**src/rtl/l3_polyphase_deserializer_pkg.sv**
```systemverilog
// l3_filter_pkg: shared sample/block types and assembly phase encoding for the 3-parallel FIR datapath
package l3_filter_pkg;
  localparam int DATA_IN_WIDTH = 16;
  typedef logic signed [DATA_IN_WIDTH-1:0] sample_t;
  typedef struct packed {
    sample_t x0;
    sample_t x1;
    sample_t x2;
  } block_t;
  typedef enum logic [1:0] {PH0, PH1, PH2} phase_e;
endpackage

```
**src/rtl/l3_polyphase_deserializer_if.sv**
```systemverilog
// l3_polyphase_deserializer_if: serial-in / 3-lane block-out handshake bundle
// slave  : deserializer side (accepts s_*, flush, m_ready; drives s_ready, m_valid, lanes, phase)
// master : stimulus/upstream+downstream side
interface l3_polyphase_deserializer_if #(parameter int W = 16);
  logic s_valid;
  logic s_ready;
  logic signed [W-1:0] s_data;
  logic flush;
  logic m_valid;
  logic m_ready;
  logic signed [W-1:0] data_out_1;
  logic signed [W-1:0] data_out_2;
  logic signed [W-1:0] data_out_3;
  logic [1:0] phase;
  modport slave (
    input s_valid, s_data, flush, m_ready,
    output s_ready, m_valid, data_out_1, data_out_2, data_out_3, phase
  );
  modport master (
    output s_valid, s_data, flush, m_ready,
    input s_ready, m_valid, data_out_1, data_out_2, data_out_3, phase
  );
endinterface

```
**src/rtl/l3_block_slot.sv**
```systemverilog
// l3_block_slot: single-entry registered valid/ready holding register for one block
// clk, reset_n : clock, async active-low reset
// load, din    : write din when the slot is free
// free         : slot empty or being drained this cycle
// m_valid, m_ready, dout : downstream handshake and held block
module l3_block_slot
  import l3_filter_pkg::*;
#(
  parameter type T = block_t
) (
  input  logic clk,
  input  logic reset_n,
  input  logic load,
  input  T     din,
  output logic free,
  output logic m_valid,
  input  logic m_ready,
  output T     dout
);
  logic ld;
  assign free = !m_valid || m_ready;
  assign ld = load && free;
  always_ff @(posedge clk or negedge reset_n) begin
    if (!reset_n) begin
      m_valid <= 1'b0;
      dout <= '0;
    end else begin
      if (ld) dout <= din;
      m_valid <= ld || (m_valid && !m_ready);
    end
  end
endmodule

```
**src/rtl/l3_polyphase_deserializer.sv**
```systemverilog
// l3_polyphase_deserializer: packs 3 serial samples into one block (lane1 oldest), with zero-padded flush
// clk, reset_n : clock, async active-low reset
// bus.s_valid/s_ready/s_data : serial sample input handshake
// bus.flush   : pulse closing the current partial block
// bus.m_valid/m_ready/data_out_1..3 : block output handshake
// bus.phase   : samples currently held in assembly registers (debug)
module l3_polyphase_deserializer #(
  parameter int DATA_IN_WIDTH = l3_filter_pkg::DATA_IN_WIDTH
) (
  input logic clk,
  input logic reset_n,
  l3_polyphase_deserializer_if.slave bus
);
  import l3_filter_pkg::*;
  typedef logic signed [DATA_IN_WIDTH-1:0] smp_t;
  typedef struct packed {
    smp_t x0;
    smp_t x1;
    smp_t x2;
  } blk_t;
  phase_e phase, phase_nx;
  smp_t asm0, asm1;
  logic flush_pending, free, xfer, fl_ld, ld;
  blk_t blk, out_blk;
  assign bus.s_ready = !flush_pending && (phase != PH2 || free);
  assign xfer = bus.s_valid && bus.s_ready;
  // a pending flush blocks s_ready, so flush loads and PH2 completions never coincide
  assign fl_ld = flush_pending && free;
  assign ld = fl_ld || (xfer && phase == PH2);
  always_comb begin
    blk.x0 = asm0;
    blk.x1 = (fl_ld && phase != PH2) ? '0 : asm1;
    blk.x2 = fl_ld ? '0 : bus.s_data;
    phase_nx = fl_ld ? PH0 : !xfer ? phase : (phase == PH2) ? PH0 : phase_e'(phase + 2'd1);
  end
  always_ff @(posedge clk or negedge reset_n) begin
    if (!reset_n) begin
      phase <= PH0;
      asm0 <= '0;
      asm1 <= '0;
      flush_pending <= 1'b0;
    end else begin
      phase <= phase_nx;
      if (xfer && phase == PH0) asm0 <= bus.s_data;
      if (xfer && phase == PH1) asm1 <= bus.s_data;
      // the flush acts on the post-transfer phase; an empty result makes it a no-op
      flush_pending <= (flush_pending || bus.flush) && phase_nx != PH0;
    end
  end
  l3_block_slot #(.T(blk_t)) u_slot (
    .clk(clk),
    .reset_n(reset_n),
    .load(ld),
    .din(blk),
    .free(free),
    .m_valid(bus.m_valid),
    .m_ready(bus.m_ready),
    .dout(out_blk)
  );
  assign bus.data_out_1 = out_blk.x0;
  assign bus.data_out_2 = out_blk.x1;
  assign bus.data_out_3 = out_blk.x2;
  assign bus.phase = phase;
endmodule

```
**src/flat_wrapper.sv**
```systemverilog
// flat-port wrapper written by rule: the top's interface ports become plain ports
module l3_polyphase_deserializer_flat import l3_filter_pkg::*;
#(
  parameter int DATA_IN_WIDTH = l3_filter_pkg::DATA_IN_WIDTH
)
  (clk, reset_n, bus_s_valid, bus_s_data, bus_flush, bus_m_ready, bus_s_ready, bus_m_valid, bus_data_out_1, bus_data_out_2, bus_data_out_3, bus_phase);
  l3_polyphase_deserializer_if #(.W(16)) bus_i ();
  input logic clk;
  input logic reset_n;
  input wire logic [$bits(bus_i.s_valid)-1:0] bus_s_valid;
  input wire logic [$bits(bus_i.s_data)-1:0] bus_s_data;
  input wire logic [$bits(bus_i.flush)-1:0] bus_flush;
  input wire logic [$bits(bus_i.m_ready)-1:0] bus_m_ready;
  output wire logic [$bits(bus_i.s_ready)-1:0] bus_s_ready;
  output wire logic [$bits(bus_i.m_valid)-1:0] bus_m_valid;
  output wire logic [$bits(bus_i.data_out_1)-1:0] bus_data_out_1;
  output wire logic [$bits(bus_i.data_out_2)-1:0] bus_data_out_2;
  output wire logic [$bits(bus_i.data_out_3)-1:0] bus_data_out_3;
  output wire logic [$bits(bus_i.phase)-1:0] bus_phase;
  assign bus_i.s_valid = bus_s_valid;
  assign bus_i.s_data = bus_s_data;
  assign bus_i.flush = bus_flush;
  assign bus_i.m_ready = bus_m_ready;
  assign bus_s_ready = bus_i.s_ready;
  assign bus_m_valid = bus_i.m_valid;
  assign bus_data_out_1 = bus_i.data_out_1;
  assign bus_data_out_2 = bus_i.data_out_2;
  assign bus_data_out_3 = bus_i.data_out_3;
  assign bus_phase = bus_i.phase;
  l3_polyphase_deserializer #(.DATA_IN_WIDTH(DATA_IN_WIDTH)) u_core (.clk(clk), .reset_n(reset_n), .bus(bus_i));
endmodule
```
**config.mk**
```make
export PLATFORM = sky130hd
export DESIGN_NAME = l3_polyphase_deserializer_flat
export DESIGN_NICKNAME = d
export VERILOG_FILES = /design/src/rtl/l3_polyphase_deserializer_pkg.sv /design/src/rtl/l3_polyphase_deserializer_if.sv /design/src/rtl/l3_block_slot.sv /design/src/rtl/l3_polyphase_deserializer.sv /design/src/flat_wrapper.sv
export SDC_FILE = /design/constraint.sdc
export NUM_CORES = 1
export LEC_CHECK = 0
export CAP_MARGIN = 20
export CORE_ASPECT_RATIO = 1.1
export CORE_UTILIZATION = 45
export DETAILED_ROUTE_END_ITERATION = 8
export PLACE_DENSITY = 0.82
export SLEW_MARGIN = 20
export SYNTH_ARGS = -nofsm -noshare
export SYNTH_HDL_FRONTEND = slang
export SYNTH_HIERARCHICAL = 1
export SYNTH_SLANG_ARGS = --single-unit
```
**constraint.sdc**
```tcl
create_clock -name clk -period 5 [get_ports clk]
set_input_delay 0.5 -clock clk [delete_from_list [all_inputs] [get_ports clk]]
set_output_delay 0.5 -clock clk [all_outputs]
set_load 0.02 [all_outputs]
```
## Yosys cells after proc, flatten, opt, wreduce, memory -nomap -nowiden

Index checks and enable logic that the tools add are counted.

- Flip-flop bits (word level): 84
- Input port bits: 21
- Output and inout bits: 52
- Word-level logic and storage cells: 37

- Add/subtract/negate cells: 1
- Equality and inequality tests: 3
- Muxes and demuxes: 5
- Reduce and logical (&&, ||, !) cells: 20

Operators by type and width:

| kind | count |
|---|---|
| 2-to-1 mux 16 bit | 2 |
| logical AND 1 bit | 10 |
| 2-to-1 mux 2 bit | 3 |
| logical OR 1 bit | 5 |
| zero test 1 bit | 3 |
| adder 2 x 1 -> 2 bit (second input constant) | 1 |
| == test 2 x 1 -> 1 bit (second input constant) | 1 |
| == test 2 bit (second input constant) | 1 |
| zero test 2 bit | 1 |
| inequality test 2 bit (second input constant) | 1 |
| nonzero test 2 bit | 1 |

## Depth between registers and ports, before layout

Gate-level depths: netlist of the first run.

- Depth in word-level cells: 9
- Mapped depth: 7
- Depth with buffers taken out: 5

## By module

Netlist of the first run, hierarchy kept.

Modules (own cells, without submodules):

| module | instances | cells an instance | area an instance (µm²) | sequential area each (µm²) |
|---|---|---|---|---|
| l3_block_slot | 1 | 105 | 1911.8 | 1226.2 |
| l3_polyphase_deserializer | 1 | 121 | 1610.3 | 875.8 |

## Worst setup path after synthesis of the first run

No wires, ideal clock.

- Path kind: register to register
- Start: register u_core.phase[1], in the netlist u_core/bus.phase[1]
- End: register u_core/u_slot/dout[10] (netlist name)
- Library setup time: 0.125 ns
- Arrival: 1.676 ns
- Required time: 4.875 ns
- Setup slack: 3.199 ns
- Cell stages (with the launch flop): 8
- Path buffers: 2
- Clock period less this slack: 1.801 ns
- Cells stage by stage: dfrtp_1 > nor2b_1 > a21oi_1 > nor2_1 > nand2_2 > buf_6 > buf_6 > mux2_4

- Cells in the longest elaborated chain, start to end: 7
- Elaborated cells between the ends (all ways): 8
- Those cells by class: eq/ne (2); reduce/logical (6)

Ends and longest elaborated chain:

| element | line | RTL |
|---|---|---|
| start, declared | l3_polyphase_deserializer.sv:21 | `phase_e phase, phase_nx;` |
| start signal, assigned | l3_polyphase_deserializer.sv:43 | `phase <= phase_nx;` |
| inequality test 2 bit | l3_polyphase_deserializer.sv:25 | `assign bus.s_ready = !flush_pending && (phase != PH2 \|\| free);` |
| logical OR 1 bit | l3_polyphase_deserializer.sv:25 |  |
| logical AND 1 bit | l3_polyphase_deserializer.sv:25 |  |
| logical AND 1 bit | l3_polyphase_deserializer.sv:26 | `assign xfer = bus.s_valid && bus.s_ready;` |
| logical AND 1 bit (*) | l3_polyphase_deserializer.sv:29 | `assign ld = fl_ld \|\| (xfer && phase == PH2);` |
| logical OR 1 bit (*) | l3_polyphase_deserializer.sv:29 |  |
| net u_core.ld | l3_polyphase_deserializer.sv:23 | `logic flush_pending, free, xfer, fl_ld, ld;` |
| logical AND 1 bit (*) | l3_block_slot.sv:22 | `assign ld = load && free;` |
| end signal, assigned | l3_block_slot.sv:28 | `if (ld) dout <= din;` |
| end, declared | l3_block_slot.sv:18 | `output T dout` |

Mark *: on every way through the listed nets, which the timed path passes. The rest lies on a longest branch.
A chain may end at the register's enable or synchronous reset.

## Worst setup path in the final report of the first run

- Start: register u_core.phase[1], in the netlist u_core/bus.phase[1]
- End: register u_core/u_slot/dout[27] (netlist name)

Same word-level chain as after synthesis.

==> results of run 1 <==
## layer usage
layer	routed length (µm)	part of all wire, %
met1	2660	42
met2	3260	52
met3	246	3.9
met4	102	1.6
met5	0	0
## cell usage in the layout, fill, tap and decap left out
master and instances:
inv_1 1, buf_6 1, nand2b_1 1, nor3b_4 1
o211ai_1 1, mux2_4 20, o22ai_1 1, clkdlybuf4s50_1 71
clkbuf_1 1, nor3_4 1, a21o_2 1, a31o_2 1
nor2b_1 17, bufinv_16 1, clkinv_2 1, and2_1 16
clkinvlp_4 2, o2111a_1 1, nand2_1 2, dfrtp_1 84
nor2_2 1, clkbuf_8 10, a21oi_1 2, nand2b_4 2
mux2_2 60, buf_4 1, nand2_2 1, inv_6 1
and2b_2 1, nor2_1 2
## power by group through the flow
stage / logic, µW / clock network [µW] / registers [µW]
detailed placement: 1590 / 0 / 1230
global route: 1680 / 525 / 1260
floorplan: 808 / 0 / 1440
finish: 1570 / 481 / 1220
global placement: 1550 / 0 / 1210
CTS: 1590 / 497 / 1220
## logic make-up (layout without fill, tap and decap cells)
logic type,count (synthesis),count (layout),synth area share [%]
multiplexers,80,80,27.7
AO/OA/AOI/OAI,7,7,1.49
buffers and inverters,10,90,2.34
AND/OR/NAND/NOR,45,45,8.78
flip-flops,84,84,59.7
## per-stage QoR
step,total power [µW],hold WS [ns],setup slack [ns]
global placement,2770,0.482,1.96
detailed placement,2820,0.489,1.92
global route,3470,0.253,2.38
CTS,3310,0.366,2.25
finish,3270,0.193,2.55
floorplan,2250,0.204,3.20
## cell type report
| class | count | share of cell area [%] |
|---|---|---|
| clock buffers | 11 | 3.14 |
| clock inverters | 5 | 1.30 |
| inverters | 1 | 0.0833 |
| multi-input cells | 132 | 29.7 |
| flip-flops and latches | 84 | 46.6 |
| well taps | 105 | 2.92 |
| repair buffers | 73 | 16.2 |
## critical path, stage by stage (launching register included)
cell and delay (ns):
dfrtp_1 0.50, nor2b_1 0.23, a21oi_1 0.16, nor2_1 0.07
nand2_2 0.47, buf_4 0.48, mux2_2 0.39
## state kept, by name (all words and copies together), names as in the netlist
| name | cells |
|---|---|
| u_core/u_slot/dout | 48 |
| u_core/asm1 | 16 |
| u_core/asm0 | 16 |
| u_core/bus.phase | 2 |
| u_core/flush_pending | 1 |
| u_core/u_slot/m_valid | 1 |
## worst paths after layout
check	start	endpoint	cells after the start
max	u_core/bus.phase[1]	u_core/u_slot/dout[27]	6
min	reset_n	u_core/asm0[8]	1
max reg2reg	u_core/bus.phase[1]	u_core/u_slot/dout[27]	6
min reg2reg	u_core/asm1[7]	u_core/asm1[7]	1
max in group asynchronous	reset_n	u_core/flush_pending	1
min in group clk	u_core/asm1[7]	u_core/asm1[7]	1
==> impl_results.md, run 1 <==
* Critical path launch point type: register
* Top cells by area, synth: dfrtp_1 60%, mux2_2 19%, mux2_4 8.5%, nor2b_1 3.0%, and2_1 2.8%
* Worst slew pin tran at between 0.9 and 1 ns
* Final setup viols at 0
* Maximum clock path buffer count at 2
* Storage cell area at 2100 µm²
* DR iter-0 viols at 77
* Mean Syn Cell Area at around 16 µm²
* Final core occ at 60.0%
* Hold Crit Class: input port to async pin
* Final worst path period need at about 2.4 ns
* Overall Global Routing Usage at 16.9%
* Busiest grt layer: met2
* Clk_lat worst skew at between 0.3 and 0.4 ns
* Setup bufs post-CTS at 0
* Worst vdd ir at 0.314 mV
* Share of layout cells above drive strength 1 at 34.6%
* Flop2flop setup slack at 2.55 ns
* CP Class: register to register
* Setup TNS at 0 ns
* Routing usage on met3 at 3.50%
* Seq/Total Area, Yosys at 59.7%
* Multi-input gate area at 1340 µm²
* Via count at 2007
* Detailed Place HPWL at 4110 µm
* Final hold vios at 0
* Dpl cells at around 400
* Final std cell area, no fill at 4510 µm²
* Die ar. at just over 8000 µm²
* CTS resizes at 0
* Largest net degree at the start of global routing at 85
* Slew margin rel. at 36.8%
* WL final at roughly 6300 µm
* Outcome: complete, no violations
* CP required at ~5.2 ns
* Vias per Instance at approximately 4.9
* Post-Route Skew at 0.0161 ns
* Max-Cap Viols at 0
* Post-synth EDFFs at 0
* Logic gate share of total power at 48.1%
* Vias in the first global route at between 2000 and 2500
* IO buf count at 72
* Wire length per cell at 15.2 µm
* Area grow syn2layout at 28.0%
* Die height at about 95 µm
* Placed cell areas at 4300 µm²
* Nets at 322
* Initial antenna violation count at 0
* Yosys top cell area share at 59.7%
* Placer Congestion at between 0.7 and 0.8
* Power Dens Cells at 726 nW/µm²
* Fmax at between 400 and 500 MHz
* Final Cycle Share at 48.9%
* Number of H-tree levels at 3
* P_leak at 0.00198 µW
* Synthesized net count at approximately 250
* Switching part of the total at 33.6%
* Pre-Repair DR Iteration Count at 4
* Post-Syn Instances at 226
* CTS tree: yes
* Clock transition at path regs at 0.09 ns
* CP max FO at 26
* Drt drc at 0
* Antenna cells at 0
* Primary FF master, synth: dfrtp_1
* CTS Sinks at 84
* Core Area at between 7000 and 8000 µm²
* Reg power frac at 37.2%
* Async SR Flop Fraction at 100%
* Die Width at 86.4 µm
* Cts bufs inserted at 9
* Starting density of the core at 46.9%
* GRT Residual Overflow at 0
* GR Layer Usage met2 at around 29%
* # hold bufs at CTS at 0
* Sw Pwr at 1100 µW
* WP data arrival at 2.67 ns
* Register bit total from synthesis at 84
* CTS Root Cell: clkbuf_8
* Slew Viols, Final at 0
* GR Util met1 at 20.6%
* Routed Antenna Nets at 0
* Unique cell type count in the Yosys netlist at 24
* First-pass GRT wire length at 10500 µm
* Crit end category: register
* RSZ-0062 raised after global routing: no
* Cell accounting for the most synthesized area: dfrtp_1
* # fillers at 615
* Std cell rows at 33
* I/O pin total at 73
* Syn. warnings at 6
* Most frequent cell after synthesis: dfrtp_1
* Synth cell count leaders: 84 x dfrtp_1, 60 x mux2_2, 20 x mux2_4, 17 x nor2b_1, 16 x and2_1
* Int Pwr at 2170 µW
* Post-Syn Area at 3520 µm²
* Fin cells at a little over 400
* Clock power share at 14.7%
Power figures use the tool's default switching activity.
==> inputs of run 2 (changes only) <==
--- a/config.mk
+++ b/config.mk
@@ -9,7 +9,7 @@
 export CORE_ASPECT_RATIO = 1.1
 export CORE_UTILIZATION = 45
 export DETAILED_ROUTE_END_ITERATION = 8
-export PLACE_DENSITY = 0.82
+export PLACE_DENSITY = 0.84
 export SLEW_MARGIN = 20
 export SYNTH_ARGS = -nofsm -noshare
 export SYNTH_HDL_FRONTEND = slang
==> constraint.sdc (replaced) <==
create_clock -name clk -period 2.2 [get_ports clk]
set_input_delay 0.22 -clock clk [delete_from_list [all_inputs] [get_ports clk]]
set_output_delay 0.22 -clock clk [all_outputs]
set_load 0.02 [all_outputs]
==> run 2 against run 1 <==
Compared with the run above: sequential power up 130%; routed wire length up 4.1%; worst setup slack worse by 2.4 ns; clock skew down 0.0081 ns; clock-buffer cell count unchanged; final area up 3.0%; largest cell class unchanged.
==> impl_results.md, run 2 (synthesis results as in run 1) <==
* Outcome: complete, no violations
* Final hold vios at 0 (unchanged)
* First-pass GRT wire length at 10500 µm (+0.20%)
* Power Dens Cells at 1670 nW/µm² (+130%)
* Max-Cap Viols at 0 (unchanged)
* Slew margin rel. at 71.7% (+35 points)
* Slew Viols, Final at 0 (unchanged)
* Largest regs: u_core/u_slot/dout (48), u_core/asm0 (16), u_core/asm1 (16)
* Starting density of the core at 46.9% (unchanged)
* Placer Congestion at 0.726 (+1.0%)
* P_leak at 0.00206 µW (+4.0%)
* Core Area at 7510 µm² (unchanged)
* Share of layout cells above drive strength 1 at 35.9% (+1.2 points)
* Top reg by flops: u_core/u_slot/dout
* CTS Root Cell: clkbuf_8
* Std cell rows at 33 (unchanged)
* Final core occ at 61.8% (+1.8 points)
* Maximum clock path buffer count at 2 (unchanged)
* Cts bufs inserted at 9 (unchanged)
* Routed Antenna Nets at 0 (unchanged)
* Setup TNS at 0 ns (unchanged)
* Vias in the first global route at 2073 (-3.8%)
* CP required at 1.98 ns (-3.24 ns)
* WL final at 6530 µm (+4.1%)
* Hold Crit Class: input port to async pin
* # hold bufs at CTS at 1 (+1)
* Die height at 94.8 µm (unchanged)
* CP Class: register to primary output
* Worst hold slack at 0.365 ns (+0.172 ns)
* CTS resizes at 0 (unchanged)
* Post-Route Skew at 0.00793 ns (-0.00813 ns)
* Crit-path cells: nor2b_1 -> a21oi_1 -> clkdlybuf4s50_1
* Drt drc at 0 (unchanged)
* Pre-Repair DR Iteration Count at 4 (unchanged)
* Final setup viols at 0 (unchanged)
* Die ar. at 8180 µm² (unchanged)
* Flop2flop setup slack at 0.44 ns (-2.11 ns)
* Commonest non-fill, non-tap cells in the layout: 84 x dfrtp_1, 71 x clkdlybuf4s50_1, 60 x mux2_2
* Nets at 332 (+3.1%)
* Clock transition at path regs at 0.08 ns (about the same)
* IO buf count at 72 (unchanged)
* Worst setup path startpoint: u_core/bus.phase[0]
* Vias per Instance at 4.89 (+0.20%)
* Most common cell after layout, fill and taps aside: dfrtp_1
* Pre-CTS setup slack at 0.315 ns (-1.60 ns)
* CTS tree: yes
* FF-to-FF Start: u_core/bus.phase[0]
* Area grow syn2layout at 31.8%
* I/O pin total at 73 (unchanged)
* DR iter-0 viols at 50 (-35%)
* Via count at 2055 (+2.4%)
* Crit end category: primary output
* Initial antenna violation count at 0 (unchanged)
* Largest register FFs at 48 (unchanged)
* Clk_lat worst skew at 0.33 ns (about the same)
* Crit path buf inv count at 1 (unchanged)
* Antenna cells at 0 (unchanged)
* Dpl cells at 404 (+2.3%)
* Setup bufs post-CTS at 0 (unchanged)
* Largest net degree at the start of global routing at 54 (-36%)
* Worst vdd ir at 0.849 mV (+170%)
* Number of H-tree levels at 3 (unchanged)
* Worst path slowest cell: clkdlybuf4s50_1
* # fillers at 593 (-3.6%)
* CP max FO at 7 (-73%)
* RSZ-0062 raised after global routing: no
* Final Cycle Share at 90.9%
* CTS Sinks at 84 (unchanged)
* Final setup margin at 0.199 ns (-2.36 ns)
* Critical path launch point type: register
* Detailed Place HPWL at 4480 µm (+8.8%)
* Worst slew pin tran at 0.424 ns (-0.521 ns)
* Overall Global Routing Usage at 17.4% (+0.51 points)
* Die Width at 86.4 µm (unchanged)
* Fin cells at 420 (+2.2%)
* Wire length per cell at 15.5 µm (+1.9%)
* Final worst path period need at approximately 2 ns
* Top Family by Delay on Critical Path: buffers and inverters
* GRT Residual Overflow at 0 (unchanged)
* WP data arrival at 1.78 ns (-0.89 ns)
* Fmax at roughly 500 MHz
* Peak per-stage delay on the critical path at 0.62 ns (+0.12 ns)
==> run 2: changes by cell type in the layout (fill, tap and decap cells not counted), sizes merged <==
cell         before  now
clkinvlp          2    1
dlygate4sd3       0    1
bufinv            1    3
clkinv            1    0
buf               2   11
inv               2    1
==> run 2: routing by layer <==
| layer | wire (µm) | share of wire, % | GRT usage [%] |
|---|---|---|---|
| met4 | 49 | 0.75 | 7.50 |
| met2 | 3420 | 52 | 29.4 |
| met1 | 2860 | 44 | 21.5 |
| met3 | 200 | 3.1 | 3.93 |
| met5 | 0 | 0 | 0 |
==> run 2: per-stage QoR <==
step	power, µW	instance area [µm²]
after floorplan	5120	3520
after global routing	8190	4640
after CTS	7850	4640
after detailed placement	6550	4390
after global placement	6410	4390
final	7770	4640
==> run 2: area by class of cell <==
| class | instances | area (µm²) | area share (%) |
|---|---|---|---|
| sequential | 84 | 2100 | 45.3 |
| clock buffer | 11 | 141 | 3.05 |
| tap | 105 | 131 | 2.83 |
| inverter | 1 | 3.75 | 0.0809 |
| multi-input combinational | 132 | 1340 | 28.8 |
| clock inverter | 4 | 97.6 | 2.10 |
| timing repair buffer | 83 | 828 | 17.8 |
==> run 2: final timing paths <==
| check | endpoint | cells past startpoint |
|---|---|---|
| max reg2reg | u_core/u_slot/dout[28] | 6 |
| min | u_core/u_slot/dout[41] | 2 |
| max in group asynchronous | u_core/u_slot/dout[20] | 3 |
| max | bus_s_ready | 3 |
| min reg2reg | u_core/u_slot/dout[37] | 1 |
| min in group clk | u_core/u_slot/dout[37] | 1 |
==> run 2: report_power, final <==
group | switching, µW | leakage [µW] | internal, µW
registers | 423 | 0.00102 | 2330
logic | 1590 | 0.000926 | 2140
clock network | 507 | 0.000116 | 780
total | 2520 | 0.00206 | 5250
